`config.mk`:
```
export PLATFORM = sky130hd
export DESIGN_NAME = spi_slave_duplex
export DESIGN_NICKNAME = d
export VERILOG_FILES = /design/src/rtl/spi_slave_duplex.sv
export SDC_FILE = /design/constraint.sdc
export NUM_CORES = 1
export LEC_CHECK = 0
export ABC_AREA = 1
export CORE_MARGIN = 2
export CORE_UTILIZATION = 45
export DETAILED_ROUTE_END_ITERATION = 12
export MAX_ROUTING_LAYER = met4
export PLACE_DENSITY_LB_ADDON = 0.25
export RECOVER_POWER = 25
export SYNTH_ARGS = -nofsm -noshare
export SYNTH_HDL_FRONTEND = slang
export SYNTH_SLANG_ARGS = --single-unit
```
`constraint.sdc`:
```
create_clock -name sys_clk -period 2 [get_ports sys_clk]
set_clock_uncertainty 0.05 [all_clocks]
set_input_delay 0.6 -clock sys_clk [delete_from_list [all_inputs] [get_ports sys_clk]]
set_output_delay 0.6 -clock sys_clk [all_outputs]
set_load 0.01 [all_outputs]
```
`src/rtl/spi_slave_duplex.sv`:
```
// Full-duplex SPI slave: parametrised width, CPOL/CPHA mode and bit order, with pin
// synchronisers, tx/rx valid-ready handshakes, and overrun / framing error pulses.
module spi_slave_duplex #(
  parameter int DATA_W      = 8,
  parameter int CPOL        = 0,
  parameter int CPHA        = 0,
  parameter int LSB_FIRST   = 1,
  parameter int SYNC_STAGES = 2
) (
  input  logic              sys_clk,
  input  logic              sys_rst_n,
  input  logic              spi_sclk,
  input  logic              spi_mosi,
  input  logic              spi_cs_n,
  output logic              spi_miso,
  output logic              spi_miso_oe,
  output logic [DATA_W-1:0] rx_data,
  output logic              rx_valid,
  input  logic              rx_ready,
  input  logic [DATA_W-1:0] tx_data,
  input  logic              tx_valid,
  output logic              tx_ready,
  output logic              frame_err,
  output logic              overrun,
  output logic              busy
);

  localparam int   CNT_W    = $clog2(DATA_W);
  localparam logic IDLE_LVL = (CPOL != 0);

  typedef enum logic [1:0] {WAIT_IDLE, IDLE, SHIFT} state_t;

  state_t                 state_q, state_d;
  logic [SYNC_STAGES-1:0] sclk_sync_q, sclk_sync_d;
  logic [SYNC_STAGES-1:0] mosi_sync_q, mosi_sync_d;
  logic [SYNC_STAGES-1:0] cs_sync_q, cs_sync_d;
  logic                   sclk_prev_q, sclk_prev_d;
  logic [DATA_W-1:0]      rx_shift_q, rx_shift_d;
  logic [DATA_W-1:0]      tx_shift_q, tx_shift_d;
  logic [DATA_W-1:0]      rx_data_q, rx_data_d;
  logic [CNT_W-1:0]       bit_cnt_q, bit_cnt_d;
  logic                   word_done_q, word_done_d;
  logic                   rx_valid_q, rx_valid_d;
  logic                   frame_err_q, frame_err_d;
  logic                   overrun_q, overrun_d;

  logic sclk_s, mosi_s, cs_s;
  logic lead_edge, trail_edge, sample_edge, shift_edge;
  logic last_bit, tx_load;

  always_comb begin
    sclk_s      = sclk_sync_q[SYNC_STAGES-1];
    mosi_s      = mosi_sync_q[SYNC_STAGES-1];
    cs_s        = cs_sync_q[SYNC_STAGES-1];
    lead_edge   = (sclk_s != sclk_prev_q) && (sclk_s != IDLE_LVL);
    trail_edge  = (sclk_s != sclk_prev_q) && (sclk_s == IDLE_LVL);
    sample_edge = (CPHA == 0) ? lead_edge : trail_edge;
    shift_edge  = (CPHA == 0) ? trail_edge : lead_edge;
    last_bit    = (bit_cnt_q == CNT_W'(DATA_W - 1));
  end

  always_comb begin
    sclk_sync_d = {sclk_sync_q[SYNC_STAGES-2:0], spi_sclk};
    mosi_sync_d = {mosi_sync_q[SYNC_STAGES-2:0], spi_mosi};
    cs_sync_d   = {cs_sync_q[SYNC_STAGES-2:0], spi_cs_n};
    sclk_prev_d = sclk_s;
    state_d     = state_q;
    rx_shift_d  = rx_shift_q;
    tx_shift_d  = tx_shift_q;
    rx_data_d   = rx_data_q;
    bit_cnt_d   = bit_cnt_q;
    rx_valid_d  = rx_valid_q;
    word_done_d = 1'b0;
    frame_err_d = 1'b0;
    overrun_d   = 1'b0;
    tx_load     = 1'b0;

    if (rx_ready) rx_valid_d = 1'b0;

    // Word completion is handled a cycle after the final sample so a CS release
    // coinciding with that sample still delivers the word.
    if (word_done_q) begin
      if (!rx_valid_q || rx_ready) begin
        rx_data_d  = rx_shift_q;
        rx_valid_d = 1'b1;
      end else begin
        overrun_d = 1'b1;
      end
      if (state_q == SHIFT) tx_load = 1'b1;
    end

    case (state_q)
      WAIT_IDLE: if (cs_s) state_d = IDLE;
      IDLE: begin
        if (!cs_s) begin
          state_d   = SHIFT;
          bit_cnt_d = '0;
          tx_load   = 1'b1;
        end
      end
      SHIFT: begin
        if (sample_edge) begin
          rx_shift_d  = (LSB_FIRST != 0) ? {mosi_s, rx_shift_q[DATA_W-1:1]}
                                         : {rx_shift_q[DATA_W-2:0], mosi_s};
          bit_cnt_d   = last_bit ? '0 : bit_cnt_q + 1'b1;
          word_done_d = last_bit;
        end
        // bit_cnt==0 marks the shift-out edge whose bit is already on the wire
        // (first leading edge for CPHA=1, trailing edge after a word for CPHA=0).
        if (shift_edge && (bit_cnt_q != '0)) begin
          tx_shift_d = (LSB_FIRST != 0) ? (tx_shift_q >> 1) : (tx_shift_q << 1);
        end
        if (cs_s) begin
          state_d     = IDLE;
          frame_err_d = (bit_cnt_d != '0);
        end
      end
      default: state_d = WAIT_IDLE;
    endcase

    if (tx_load) tx_shift_d = tx_valid ? tx_data : '0;
  end

  always_ff @(posedge sys_clk or negedge sys_rst_n) begin
    if (!sys_rst_n) begin
      state_q     <= WAIT_IDLE;
      sclk_sync_q <= {SYNC_STAGES{IDLE_LVL}};
      mosi_sync_q <= '0;
      cs_sync_q   <= '0;
      sclk_prev_q <= IDLE_LVL;
      rx_shift_q  <= '0;
      tx_shift_q  <= '0;
      rx_data_q   <= '0;
      bit_cnt_q   <= '0;
      word_done_q <= 1'b0;
      rx_valid_q  <= 1'b0;
      frame_err_q <= 1'b0;
      overrun_q   <= 1'b0;
    end else begin
      state_q     <= state_d;
      sclk_sync_q <= sclk_sync_d;
      mosi_sync_q <= mosi_sync_d;
      cs_sync_q   <= cs_sync_d;
      sclk_prev_q <= sclk_prev_d;
      rx_shift_q  <= rx_shift_d;
      tx_shift_q  <= tx_shift_d;
      rx_data_q   <= rx_data_d;
      bit_cnt_q   <= bit_cnt_d;
      word_done_q <= word_done_d;
      rx_valid_q  <= rx_valid_d;
      frame_err_q <= frame_err_d;
      overrun_q   <= overrun_d;
    end
  end

  always_comb begin
    busy        = (state_q == SHIFT);
    spi_miso_oe = busy && !cs_s;
    spi_miso    = busy ? ((LSB_FIRST != 0) ? tx_shift_q[0] : tx_shift_q[DATA_W-1]) : 1'b0;
    tx_ready    = tx_load && tx_valid;
    rx_data     = rx_data_q;
    rx_valid    = rx_valid_q;
    frame_err   = frame_err_q;
    overrun     = overrun_q;
  end

endmodule
```
# Word-level counts from Yosys, hierarchy flattened

Cells that the tools add are included.

Input bits: 15
Logic and storage cells: 67
Register bits after elaboration: 40
Output and inout bits: 15

Reductions and logical operators: 20
Equal/unequal tests: 6
$add $sub $neg: 1
Muxes and demuxes: 26
Bitwise logic cells: 1

Operator list:

| operator                                               | number |
|---|---|
| 2-to-1 mux 8 bit                                       | 4 |
| 2-to-1 mux 1 bit                                       | 14 |
| 2-to-1 mux 3 bit                                       | 4 |
| AND reduction 2 bit                                    | 5 |
| case mux 3 bit (2 select lines)                        | 1 |
| nonzero test 2 bit                                     | 3 |
| nonzero test 3 bit                                     | 2 |
| logical AND 1 bit                                      | 5 |
| 2-to-1 mux 2 bit                                       | 2 |
| case mux 2 bit (2 select lines)                        | 1 |
| adder 3 x 1 -> 3 bit (second input constant)           | 1 |
| equality test 3 bit (second input constant)            | 1 |
| equality test 2 x 1 -> 1 bit (second input constant)   | 1 |
| equality test 2 bit (second input constant)            | 1 |
| logical NOT 1 bit                                      | 2 |
| logical NOT 2 bit                                      | 1 |
| inequality test 2 x 1 -> 1 bit (second input constant) | 1 |
| inequality test 2 bit (second input constant)          | 1 |
| OR reduction 2 bit                                     | 1 |
| logical OR 1 bit                                       | 1 |
| inequality test 1 bit                                  | 1 |
| NOT 1 bit                                              | 1 |

# Longest topological paths before layout

Gate-level depths: netlist (run 1).

Depth after elaboration: 7
Depth in mapped cells: 9
Mapped depth without buffers: 9

# Worst setup path after synthesis (run 1)

OpenSTA, ideal clock, no wires.

Kind: input to output
Start point: in tx_valid
End point: out tx_ready
Data required time: 1.350 ns
Cell stages on the path: 3
Slack: 0.310 ns
Arrival: 1.040 ns
Buffers on the path: 1
Cells stage by stage: clkbuf_1 inv_1 nor2_4

Cells in the longest elaborated chain, start to end: 1

RTL lines:

| what              | line | source |
|---|---|---|
| start, declared   | 21   | `input logic tx_valid,` |
| logical AND 1 bit | 160  | `tx_ready = tx_load && tx_valid;` |
| end, declared     | 22   | `output logic tx_ready,` |

Every way passes these cells.

# Final worst setup path (run 1)

Start point: reg state_q[1]
End point: out tx_ready

Cells in the longest elaborated chain, start to end: 6
Elaborated cells between the ends (all ways): 7
Those cells by class: eq/ne: 2; mux: 4; reduce/logical: 1

RTL lines:

| what                   | line | source |
|---|---|---|
| start, declared        | 33   | `state_t state_q, state_d;` |
| start signal, assigned | 140  | `state_q <= state_d;` |
| equality test 2 bit    | 89   | `if (state_q == SHIFT) tx_load = 1'b1;` |
| 2-to-1 mux 1 bit       | 89   |  |
| 2-to-1 mux 1 bit       | 82   | `if (word_done_q) begin` |
| 2-to-1 mux 1 bit       | 95   | `if (!cs_s) begin` |
| 2-to-1 mux 1 bit *     | 92   | `case (state_q)` |
| logical AND 1 bit *    | 160  |  |

Every way passes the cells marked *; elsewhere a longest branch is shown, timed or not.

==> run metrics, run 1 <==
Simple-Gate Fraction of Synth Area=0.254; syn nets=~220; TritonCTS clock tree=done; reg-to-reg setup timing slack=about 0.5 ns; Final Hold Fails=0; Met2 Routed Length=between 1000 and 1500 um; Pwr per Cell Area=904 nW/um^2; Final TNS setup=0 ns; combinational share of power=0.194; RSZ-0062 raised after global routing=no; status=finished, final reports clean; CP startpoint kind=register; fmax=about 0.52 GHz; Mapped Cells=roughly 200; WP data required=between 1 and 1.5 ns; Seq/Total Area, Yosys=0.556; final instance area=between 2000 and 2500 um^2; #FFs+latches synth=40; chip height=67.3 um; final core utilization=0.625; # diodes=0; total number of vias=about 1,400; CP endpoint kind=primary output; Remaining DRCs=0; worst skew pair latency=slightly below 0.3 ns; maximum fanout along the worst path=3; pin count of the biggest net entering global routing=22; Cell Area, Placed=2200 um^2; part of the cycle the worst path needs=0.954; fraction of layout cells with a size suffix above 1=0.179; Placed Cells=about 280; fin nets=roughly 260; vias in the first global route=roughly 1,200; first-pass GRT wire length=~5200 um; wire length on met3=around 100 um; Synth Area in XOR/XNOR=0; GRT overflow=0; Clk pwr share=0.336; P_sw=approximately 0.56 mW; # IOs=30; max cap viols=0; Pwr Total=around 2.1 mW; Avg Inst Size Synth=between 8 and 9 um^2; DR iter-0 viols=between 100 and 150; most frequent cells in the layout=nand2_1 (74), dfrtp_1 (40), inv_1 (25); Clock transition at path regs=approximately 0.070 ns; worst ir drop on vdd=~0.00069 V; reg2reg start=bit_cnt_q[0]; Max clock buf depth=2; TritonRoute pass-1 iters=5; Crit path arrival time=between 1 and 1.5 ns; CTS root buf=clkbuf_8; Syn Std Cell Area=between 1500 and 2000 um^2; max layer used=met4; worst setup path class=register to primary output; Routed wire per std cell=roughly 10 um; min Tclk post-route=1.91 ns; Synth Area in Adders=0.0208; Final GP Congestion=between 0.8 and 0.9; clk sinks=40; critical hold path startpoint=mosi_sync_q[0]; Initial Utilization=0.481; DRT met1 WL=about 1400 um; WL final=between 3000 and 4000 um; final setup violation count=0; hold endpoint=mosi_sync_q[1]; hpwl dp=2320 um; DR vias/cell=about 4.7; Worst Reg-to-Reg Cells=6; Compound-Gate Fraction of Synth Area=0.0890; Slew Viols, Final=0; Layout Cells excl Fill=294; post-synthesis mux area share=0; sequential share of power=0.470; die span in x=just under 70 um; Ys Warns=0; leakage=between 1 and 1.5 nW; P&R area growth vs syn=30.0%; initial antenna violation count=0; placeable core area=3740 um^2; Cell Int Power=between 1.5 and 2 mW; slew margin rel.=0.255; CTS H-tree depth=2; hold depth=0; r2r endpoint=frame_err; min-delay worst type=register to register; most common cell after layout, fill and taps aside=nand2_1; input/output buffers=29; post-synthesis cell type count=21; Num CTS Buffers=5; worst slew pin tran=approximately 1.1 ns; Net Sw Frac=0.263; GR Util All Layers=0.162; Antenna Violating Nets Remaining=0; die area=between 4000 and 5000 um^2; # rows=22; largest family of logic cells by synthesized area=simple AND/OR/NAND/NOR gates
## power by group through the flow
stage / combinational (mW) / clock (mW) / sequential (mW)
6_report: 0.410 / 0.711 / 0.995
5_1_grt: 0.471 / 0.757 / 1.02
4_1_cts: 0.417 / 0.722 / 0.995
3_5_place_dp: 0.411 / 0 / 1.01
3_3_place_gp: 0.398 / 0 / 1.01
2_1_floorplan: 0.289 / 0 / 1.00
## timing repair
action                                  in CTS  in global routing
setup buffers                                2                  0
endpoints found under the setup margin       4                  0
gates resized for setup                     10                  0
hold buffers                                 0                  0
endpoints found under the hold margin        0                  0
## sequential cells by signal, summed over array words and instances (netlist names)
signal	count
word_done_q	1
cs_sync_q	2
rx_valid	1
rx_data	8
sclk_prev_q	1
mosi_sync_q	2
bit_cnt_q	3
sclk_sync_q	2
frame_err	1
overrun	1
tx_shift_q	8
state_q	2
rx_shift_q	8
## layout make-up
class / count / area, um^2
clock buffer: 7 / 96.3
clock inverter: 1 / 30.0
fill: 335 / 1400
inverter: 30 / 115
multi-input combinational: 127 / 654
sequential: 40 / 1000
tap: 48 / 60.1
timing repair buffer: 41 / 383
## synthesized netlist by cell type
library cell   n  share of area
ha_1           3          0.021
buf_6          2          0.013
inv_2          3         0.0063
clkbuf_1       2         0.0042
inv_4          1         0.0035
o21ai_2        7          0.034
nand2_4        4          0.025
inv_1         26          0.054
o21ai_0       10          0.028
dfrtp_1       40           0.56
nand3_1        9          0.025
o21ai_4        1         0.0090
nor2_4         1         0.0063
nand3_2        2          0.011
nand2_1       74           0.15
nand2_2        1         0.0035
o22ai_1        3          0.010
nand3_4        1         0.0097
a21oi_2        1         0.0049
a21oi_1        1         0.0028
nor2_1         9          0.019
## critical path, stage by stage, from the launching register on
cell	delay, ns
dfrtp_1	0.39
buf_4	0.16
inv_2	0.05
nand3_2	0.08
nand2_4	0.07
inv_2	0.04
nor2_4	0.08
buf_6	0.10
## logic make-up (layout without fill, tap and decap cells)
| family | after synthesis | in the layout |
|---|---|---|
| AO/OA/AOI/OAI | 23 | 23 |
| adder cells (fa/ha/maj) | 3 | 3 |
| buffers and inverters | 34 | 79 |
| flip-flops | 40 | 40 |
| AND/OR/NAND/NOR | 101 | 101 |
## metal layers
metal / track usage / vias to the layer above
met1: 0.200 / 638
li1: - / 701
met4: 0.0893 / 0
met3: 0.0450 / 6
met2: 0.241 / 24
met5: - / -
## worst max-delay path by stage
stage / from / end / slack [ns] / cells after the start
6_report: state_q[1] / tx_ready / 0.09 / 7
4_1_cts: state_q[1] / tx_ready / 0.08 / 7
5_1_grt: state_q[1] / tx_ready / 0.03 / 7
3_5_place_dp: tx_valid / tx_ready / -0.43 / 4
2_1_floorplan: tx_valid / tx_ready / 0.31 / 3
3_3_place_gp: tx_valid / tx_ready / -0.42 / 4
## metrics by stage
step	hold slack, ns	worst slack [ns]
floorplan	0.254	0.310
global placement	0.283	-0.418
detailed placement	0.287	-0.432
CTS	0.219	0.0831
global route	0.305	0.0283
finish	0.296	0.0917
(Power assumes the default switching activity.)
==> run 2, diff against run 1 <==
- CORE_MARGIN: 2 -> unset
- CORE_UTILIZATION: 45 -> 30
==> run 2 against run 1 <==
Against the previous run:
- critical path depth is 3 lower
- fmax hardly changed
- die area is 40% higher
- global-route usage is 4.3 points lower
- first-iteration DRC count is 73% lower
- final cell count is 7.8% higher
- clock power is 10% lower
- power is 3.8% lower
- non-clock buffer count is 1 lower
- utilization is 21 points lower
- flip-flop and latch count stayed put
- design area is 0.43% lower
- highest routed layer unchanged
==> run metrics, run 2 (same netlist as run 1, synthesis figures left out) <==
fill count=564 (+68%); Pwr per Cell Area=873 nW/um^2 (-3.4%); Clock transition at path regs=0.08 ns (about the same); Slew Viols, Final=0 (unchanged); most frequent cells in the layout=nand2_1 (74), dfrtp_1 (39), inv_1 (25); DR iter-0 viols=28 (-73%); worst setup path class=register to primary output; max cap viols=0 (unchanged); fraction of layout cells with a size suffix above 1=0.176 (-0.00335); TritonCTS clock tree=done; Layout Cells excl Fill=317 (+7.8%); Critical-path top delay cell=dfrtp_1; Remaining DRCs=0 (unchanged); Antenna Violating Nets Remaining=0 (unchanged); # rows=27 (+23%); final core utilization=0.413 (-0.212); worst ir drop on vdd=0.000317 V (-54%); most common cell after layout, fill and taps aside=nand2_1; die area=6320 um^2 (+40%); CP max stage delay=0.40 ns (about the same); WL final=3160 um (+2.6%); GRT overflow=0 (unchanged); initial antenna violation count=0 (unchanged); first-pass GRT wire length=5640 um (+8.6%); final instance area=2330 um^2 (-0.43%); placeable core area=5640 um^2 (+51%); Final TNS setup=0 ns (unchanged); crit path cell chain=inv_2, nand2_4, nor2_1, dlygate4sd2_1; CP startpoint kind=register; status=finished, final reports clean; # IOs=30 (unchanged); min Tclk post-route=1.91 ns (+0.000735 ns); CP endpoint kind=primary output; clk sinks=40 (unchanged); Routed wire per std cell=9.98 um (-4.8%); GR Util All Layers=0.119 (-0.0427); die span in x=79.5 um (+18%); reg-to-reg setup timing slack=0.52 ns (+0.02 ns); maximum fanout along the worst path=4 (+1); total number of vias=1,338 (-2.3%); Final GP Congestion=0.804 (-3.6%); slew margin rel.=0.406 (+0.150); fmax=0.524 GHz (about the same); input/output buffers=29 (unchanged); fin nets=262 (-0.38%); Max clock buf depth=2 (unchanged); Initial Utilization=0.319 (-0.162); worst skew pair latency=0.29 ns (about the same); CTS H-tree depth=2 (unchanged); WP data required=1.35 ns (about the same); min-delay worst type=register to register; Crit path arrival time=1.26 ns (about the same); TritonRoute pass-1 iters=4 (-1); Final Hold Fails=0 (unchanged); hpwl dp=2290 um (-1.3%); CTS root buf=clkbuf_8; Placed Cells=308 (+8.5%); vias in the first global route=1,292 (+7.1%); DP Worst Slack=-0.431 ns (+0.000854 ns); Num CTS Buffers=5 (unchanged); RSZ-0062 raised after global routing=no; chip height=79.5 um (+18%); # diodes=0 (unchanged); Cell Area, Placed=2230 um^2 (+1.4%); worst slew pin tran=0.891 ns (-0.226 ns); leakage=1.21 nW (-1.8%); pin count of the biggest net entering global routing=25 (+14%); P&R area growth vs syn=29.4%; PnR worst setup slack=0.0910 ns (-0.000735 ns); final setup violation count=0 (unchanged); part of the cycle the worst path needs=0.954 (about the same); DR vias/cell=4.22 (-9.4%)
## run 2: routing by layer
metal,vias to the layer above,wire length (um),GRT usage
met5,-,0,-
met1,614,1520,0.145
li1,700,-,-
met4,0,57,0.0491
met2,19,1470,0.185
met3,5,114,0.0343
## run 2: cell type report
class,instances,area (um^2),area share
timing repair buffer,40,360,0.155
inverter,30,115,0.0494
clock inverter,2,35.0,0.0150
sequential,40,1000,0.430
tap,72,90.1,0.0387
multi-input combinational,127,654,0.281
clock buffer,6,72.6,0.0311
## run 2: power breakdown
part	leakage [nW]	total, mW	internal (mW)	switching, mW
sequential	0.509	1.00	0.935	0.0663
clock	0.0552	0.639	0.370	0.269
combinational	0.650	0.394	0.176	0.217
total	1.21	2.03	1.48	0.553
## run 2: stage by stage
stage          hold slack, ns  power [mW]
3_5_place_dp            0.286        1.42
4_1_cts                 0.195        2.06
2_1_floorplan           0.254        1.29
6_report                0.300        2.03
5_1_grt                 0.307        2.18
3_3_place_gp            0.282        1.41
## run 2: final timing paths
path	end	startpoint	depth (start not counted)
worst max-delay path	spi_miso	state_q[0]	4
worst min-delay path	mosi_sync_q[1]	mosi_sync_q[0]	0
worst max register to register	frame_err	bit_cnt_q[0]	6
worst min register to register	mosi_sync_q[1]	mosi_sync_q[0]	0
max in group asynchronous	state_q[1]	sys_rst_n	2
min in group asynchronous	rx_data[3]	sys_rst_n	1
## run 2: worst max-delay path: cells and delay by family, from the launching register on
family,cells,cell delay [ns]
and+or+nand+nor,2,0.19
buffers and inverters,2,0.38
DFF,1,0.40
## run 2: repair_timing
| action | 4_1_cts | 5_1_grt |
|---|---|---|
| hold buffers | 0 | 0 |
| setup endpoints to repair | 4 | 0 |
| resized for setup | 11 | 0 |
| setup buffers | 1 | 0 |
